--- config.mk ---
export PLATFORM = sky130hd
export DESIGN_NAME = line_clear_sequencer
export DESIGN_NICKNAME = d
export VERILOG_FILES = /design/src/rtl/line_clear_sequencer.sv
export SDC_FILE = /design/constraint.sdc
export NUM_CORES = 1
export LEC_CHECK = 0
export ABC_AREA = 1
export CELL_PAD_IN_SITES_DETAIL_PLACEMENT = 2
export CELL_PAD_IN_SITES_GLOBAL_PLACEMENT = 2
export CORE_ASPECT_RATIO = 0.5
export CORE_UTILIZATION = 28
export CTS_CLUSTER_DIAMETER = 50
export DETAILED_ROUTE_END_ITERATION = 7
export PLACE_DENSITY_LB_ADDON = 0.1
export SYNTH_ARGS = -nofsm -noshare
export SYNTH_HDL_FRONTEND = slang
export SYNTH_SLANG_ARGS = --single-unit
--- constraint.sdc ---
create_clock -name clk -period 4.35 [get_ports clk]
set_clock_uncertainty 0.15 [all_clocks]
set_input_delay 0.87 -clock clk [delete_from_list [all_inputs] [get_ports clk]]
set_output_delay 0.87 -clock clk [all_outputs]
set_load 0.01 [all_outputs]
--- src/rtl/line_clear_sequencer.sv ---
`default_nettype none
// ============================================================================
// Module   : line_clear_sequencer
// Brief    : Removes full rows from the board-colour RAM (bottom-up scan, shift
//            down, blank top row), yielding the shared RAM port to video reads.
// Revision : 1.0 - initial release
// ============================================================================
module line_clear_sequencer #(
  parameter int COLS = 10,
  parameter int ROWS = 20,
  parameter int AW   = 8,
  parameter int DW   = 24
) (
  input  logic          clk,
  input  logic          rst,
  input  logic          start,
  input  logic          vid_req,
  input  logic [AW-1:0] vid_addr,
  input  logic [DW-1:0] ram_rdata,
  output logic [AW-1:0] ram_addr,
  output logic          ram_we,
  output logic [DW-1:0] ram_wdata,
  output logic          busy,
  output logic          done,
  output logic [1:0]    phase,
  output logic [2:0]    lines_cleared
);

  localparam int RW = (ROWS > 1) ? $clog2(ROWS) : 1;
  localparam int CW = $clog2(COLS + 1);
  localparam logic [RW-1:0] c_last_row = RW'(ROWS - 1);
  localparam logic [CW-1:0] c_last_col = CW'(COLS - 1);
  localparam logic [CW-1:0] c_ncols    = CW'(COLS);

  typedef enum logic [2:0] {
    S_IDLE  = 3'd0,
    S_SCAN  = 3'd1,
    S_SHIFT = 3'd2,
    S_CLEAR = 3'd3,
    S_DONE  = 3'd4
  } state_t;

  state_t         state_q, state_d;
  logic [RW-1:0]  row_q, row_d;
  logic [RW-1:0]  dst_q, dst_d;
  logic [CW-1:0]  col_q, col_d;
  logic           wph_q, wph_d;
  logic           full_q, full_d;
  logic [2:0]     lines_q, lines_d;
  logic           rd_pend_q;
  logic [DW-1:0]  cap_q;
  logic           busy_q, done_q;
  logic [1:0]     phase_q, phase_d;

  logic           w_eng_re, w_eng_we;
  logic [AW-1:0]  w_eng_addr;
  logic [DW-1:0]  w_eng_wdata;
  logic [DW-1:0]  w_cap_data;
  logic           w_full;

  function automatic logic [AW-1:0] cell_addr(input logic [RW-1:0] r,
                                               input logic [CW-1:0] c);
    return AW'(int'(r) * COLS + int'(c));
  endfunction

  // Data read in the previous engine cycle is taken straight off the RAM bus,
  // so a shift write can follow its read on the very next free cycle.
  assign w_cap_data = rd_pend_q ? ram_rdata : cap_q;
  assign w_full     = full_q & (~rd_pend_q | (|ram_rdata));

  always_comb begin
    w_eng_re    = 1'b0;
    w_eng_we    = 1'b0;
    w_eng_addr  = '0;
    w_eng_wdata = '0;
    case (state_q)
      S_SCAN: begin
        if (col_q != c_ncols) begin
          w_eng_re   = 1'b1;
          w_eng_addr = cell_addr(row_q, col_q);
        end
      end
      S_SHIFT: begin
        if (!wph_q) begin
          w_eng_re   = 1'b1;
          w_eng_addr = cell_addr(dst_q - 1'b1, col_q);
        end else begin
          w_eng_we    = 1'b1;
          w_eng_addr  = cell_addr(dst_q, col_q);
          w_eng_wdata = w_cap_data;
        end
      end
      S_CLEAR: begin
        w_eng_we   = 1'b1;
        w_eng_addr = cell_addr('0, col_q);
      end
      default: ;
    endcase
  end

  assign ram_addr  = vid_req ? vid_addr : w_eng_addr;
  assign ram_we    = w_eng_we & ~vid_req;
  assign ram_wdata = w_eng_wdata;

  // Only port-using states stall on video; IDLE/DONE never do, keeping done one cycle.
  always_comb begin
    state_d = state_q;
    row_d   = row_q;
    dst_d   = dst_q;
    col_d   = col_q;
    wph_d   = wph_q;
    lines_d = lines_q;
    full_d  = w_full;
    case (state_q)
      S_IDLE: begin
        if (start) begin
          state_d = S_SCAN;
          row_d   = c_last_row;
          col_d   = '0;
          full_d  = 1'b1;
          lines_d = '0;
        end
      end
      S_SCAN: begin
        if (!vid_req) begin
          if (col_q != c_ncols) begin
            col_d = col_q + 1'b1;
          end else begin
            col_d  = '0;
            full_d = 1'b1;
            if (w_full) begin
              if (row_q == '0) begin
                state_d = S_CLEAR;
              end else begin
                state_d = S_SHIFT;
                dst_d   = row_q;
                wph_d   = 1'b0;
              end
            end else if (row_q == '0) begin
              state_d = S_DONE;
            end else begin
              row_d = row_q - 1'b1;
            end
          end
        end
      end
      S_SHIFT: begin
        if (!vid_req) begin
          wph_d = ~wph_q;
          if (wph_q) begin
            if (col_q == c_last_col) begin
              col_d = '0;
              if (dst_q == RW'(1)) state_d = S_CLEAR;
              else                 dst_d   = dst_q - 1'b1;
            end else begin
              col_d = col_q + 1'b1;
            end
          end
        end
      end
      S_CLEAR: begin
        if (!vid_req) begin
          if (col_q == c_last_col) begin
            col_d   = '0;
            full_d  = 1'b1;
            state_d = S_SCAN;
            lines_d = (lines_q == 3'd7) ? lines_q : lines_q + 3'd1;
          end else begin
            col_d = col_q + 1'b1;
          end
        end
      end
      default: state_d = S_IDLE;
    endcase
  end

  always_comb begin
    phase_d = 2'd0;
    case (state_d)
      S_SCAN:  phase_d = 2'd1;
      S_SHIFT: phase_d = 2'd2;
      S_CLEAR: phase_d = 2'd3;
      default: phase_d = 2'd0;
    endcase
  end

  always_ff @(posedge clk) begin
    if (!rst) begin
      state_q   <= S_IDLE;
      row_q     <= '0;
      dst_q     <= '0;
      col_q     <= '0;
      wph_q     <= 1'b0;
      full_q    <= 1'b1;
      lines_q   <= '0;
      rd_pend_q <= 1'b0;
      cap_q     <= '0;
      busy_q    <= 1'b0;
      done_q    <= 1'b0;
      phase_q   <= 2'd0;
    end else begin
      state_q   <= state_d;
      row_q     <= row_d;
      dst_q     <= dst_d;
      col_q     <= col_d;
      wph_q     <= wph_d;
      full_q    <= full_d;
      lines_q   <= lines_d;
      rd_pend_q <= w_eng_re & ~vid_req;
      cap_q     <= w_cap_data;
      busy_q    <= (state_d == S_SCAN) || (state_d == S_SHIFT) || (state_d == S_CLEAR);
      done_q    <= (state_d == S_DONE);
      phase_q   <= phase_d;
    end
  end

  assign busy          = busy_q;
  assign done          = done_q;
  assign phase         = phase_q;
  assign lines_cleared = lines_q;

endmodule
`default_nettype wire

==> results.toml <==
[status]
status = "finished, final reports clean"

[clocking]
insertion_delay_ns = 0.30
htreeDepth = 2
cts_buffers = 5
cts.path.max_buffers = 2
cts-root-buf = "clkbuf_16"
clkTransAtPathRegs_ns = 0.07
cts_tree = "built"
cts.sinks = 51

[logic_synthesis]
ys_top_cells_by_count = "nand2_1, nor2_1, inv_1"
synth_most_common_cell = "nand2_1"
yosys_warnings = 0
ys.flop_type = "dfxtp_1"
netlist-cell-type-count = 46
syn_inst = 536
netlist_area_sq_um = 3616
synth_area_leaders = "dfxtp_1, nand2_1, ha_1"
synth.net_count = 607
yosysSeqAreaShare = 0.2824
synth_area_leader_cell = "dfxtp_1"
synth_edf_count = 0
ys_ff_latch = 51
syn_area_per_cell_sq_um = 6.746
synth_top_area_share = 0.2824
async_flop_share = 0

[floorplanning]
dieHeight_microns = 82.36
die_area_sq_um = 13400
die_w_microns = 162.7
initial_core_util = 0.2966
ios = 76
rows = 28
coreArea_sq_um = 12190

[global_route]
grt_pass1_wl_microns = 19600
grt_max_degree = 42
grt_pass1_vias = 3824
antenna_found_initial = 0
grt_usage = 0.1878
grt-ovfl-total = 0

[setup_path]
cpMaxStageDelayCell = "fa_1"
critPathKind = "flip-flop to output pin"
cpPeakStageDelay_ns = 0.44
cp-start-kind = "flip-flop"
reg2reg_depth = 12
worstReg2RegEnd = "dst_q[2]"
crit_chain = "inv_4 > ha_4 > nand4_1 > nand2_2 > inv_1 > ha_1 > inv_1 > fa_1 > xnor2_1 > nand2_1 > o21ai_2 > nand2_1 > inv_1 > nand2_1 > nand3_1 > nand2_1 > nand2_1 > nand2_1 > dlygate4sd2_1"
worstSetupEndpointType = "output pin"
cp_data_arrival_time_ns = 3.06
rr_startpoint = "rd_pend_q"
r2r_slack_ns = 2.25
crit_path_frequent_cell = "nand2_1"
required_ns = 3.33
cp_max_fo = 5

[cells_and_area]
drive_above_1_share = 0.09121
flow.area_growth_from_synthesis_pct = 31.90
fin_util = 0.3912
antennaDiodeCount = 0
nets = 685

[job]
drv_cap = 0

[timing]
drv_slew = 0
period_minus_slack_ns = 4.077
max_freq_mhz = 245.3
hold_viol_final = 0
rsz0062_at_grt = "false"
fin_crit_sh = 0.9372
relSlewSlack = 0.6118
finalSetupTns_ns = 0
setup_ws_ns = 0.2734
worst_pin_slew_ns = 0.5816
setup_violations = 0

[drt]
avgRoutedWirePerCell_microns = 15.32
vias = 3710
wl_met1_microns = 6051
wl_met2_microns = 5338
routed.top_layer = "met4"
wl_met3_microns = 468
vias_per_cell = 4.763
drt_iter0_markers = 105
antenna_left = 0
firstDrtPassIters = 4
wirelength_microns = 11930
drcViolationCount = 0

[placement]
dp_hpwl_microns = 9363
portBuffers = 75
dp_slack_ns = 0.04310
gp_congestion = 0.7693

[worst_hold_path]
hp-start = "cap_q[5]"
min_delay_path_depth = 2
holdCritPathClass = "flip-flop to flip-flop"
holdPathEnd = "cap_q[5]"

[power_and_ir_drop]
p_leak_nw = 2.211
powerDensity_nw_per_um2 = 413.7
vdd_drop_max_mv = 0.1987
total_power_mw = 1.973
## cell families (layout without fill, tap and decap cells)
family | after synthesis | after routing | synth area share
fa+ha+maj | 35 | 35 | 0.1315
xor+xnor | 10 | 10 | 0.02422
simple gates | 257 | 257 | 0.3107
flops | 51 | 51 | 0.2824
compound gates | 86 | 86 | 0.1356
buf+inv | 90 | 168 | 0.09620
mux | 7 | 7 | 0.01938
## flip-flops by register name (all words and copies together), names as in the netlist
| register | flops |
|---|---|
| lines_cleared | 3 |
| done | 1 |
| cap_q | 24 |
| row_q | 5 |
| wph_q | 1 |
| full_q | 1 |
| state_q | 3 |
| busy | 1 |
| col_q | 4 |
| rd_pend_q | 1 |
| phase | 2 |
| dst_q | 5 |
## per-layer routing
metal  GRT usage  vias up
li1            -     1871
met4     0.03645        0
met5           0        -
met2      0.3294       57
met1      0.2441     1775
met3     0.03397        7
## critical path: cells and delay by family (launching register included)
| family | cells | cell delay, ns |
|---|---|---|
| xor gates and xnor gates | 1 | 0.17 |
| AOI/OAI and AO/OA | 1 | 0.08 |
| buffers and inverters | 5 | 0.54 |
| DFF | 1 | 0.36 |
| adders and majority gates | 3 | 0.89 |
| and+or+nand+nor | 9 | 0.72 |
## how the worst max path moves through the flow
stage / startpoint / to / slack [ns] / depth (start not counted)
2_1_floorplan: dst_q[0] / ram_addr[7] / 0.85 / 18
3_3_place_gp: dst_q[0] / ram_addr[7] / 0.17 / 19
3_5_place_dp: dst_q[0] / ram_addr[7] / 0.04 / 19
4_1_cts: dst_q[0] / ram_addr[5] / 0.04 / 18
5_1_grt: dst_q[0] / ram_addr[7] / 0.004 / 19
6_report: dst_q[0] / ram_addr[7] / 0.27 / 19
## cell type report
class | count | area (sq um)
clock buffers | 5 | 125.1
clock inverters | 2 | 13.76
fillers | 1475 | 7422
inverters | 75 | 286.5
multi-input cells | 395 | 2277
flip-flops and latches | 51 | 1027
well taps | 165 | 206.4
repair buffers | 86 | 833.3
## report_power, final
part           switching, mW  total (mW)  internal (mW)
logic                  0.596        1.01          0.417
clock network          0.186       0.396          0.211
registers             0.0479       0.564          0.516
## what timing repair did
action,CTS,global route
pin swaps,0,1
setup buffers,0,1
setup endpoints to repair,3,3
resized for setup,10,8
endpoints found under the hold margin,0,0
hold buffers,0,0
## placed cells by master (no fill, tap or decap), types with 4 or more instances in the layout
cell type and n:
a21oi_1 20, xnor2_1 5, inv_1 64, nand3_1 20, mux2i_1 7, nor2_1 92
clkdlybuf4s50_1 72, clkbuf_16 5, a211oi_1 4, dfxtp_1 48, nand2_2 5, xor2_1 4
ha_1 29, nand2_1 115, nor3_1 4, o21ai_0 40, buf_4 11, fa_1 5
inv_2 8
## per-stage QoR
step | std cells | area [sq um] | hold WS (ns)
2_1_floorplan | 536 | 3616 | 0.3064
3_3_place_gp | 771 | 4584 | 0.3211
3_5_place_dp | 771 | 4584 | 0.3336
4_1_cts | 778 | 4732 | 0.3506
5_1_grt | 779 | 4770 | 0.3663
6_report | 779 | 4770 | 0.3429
Power figures use the tool's default switching activity.
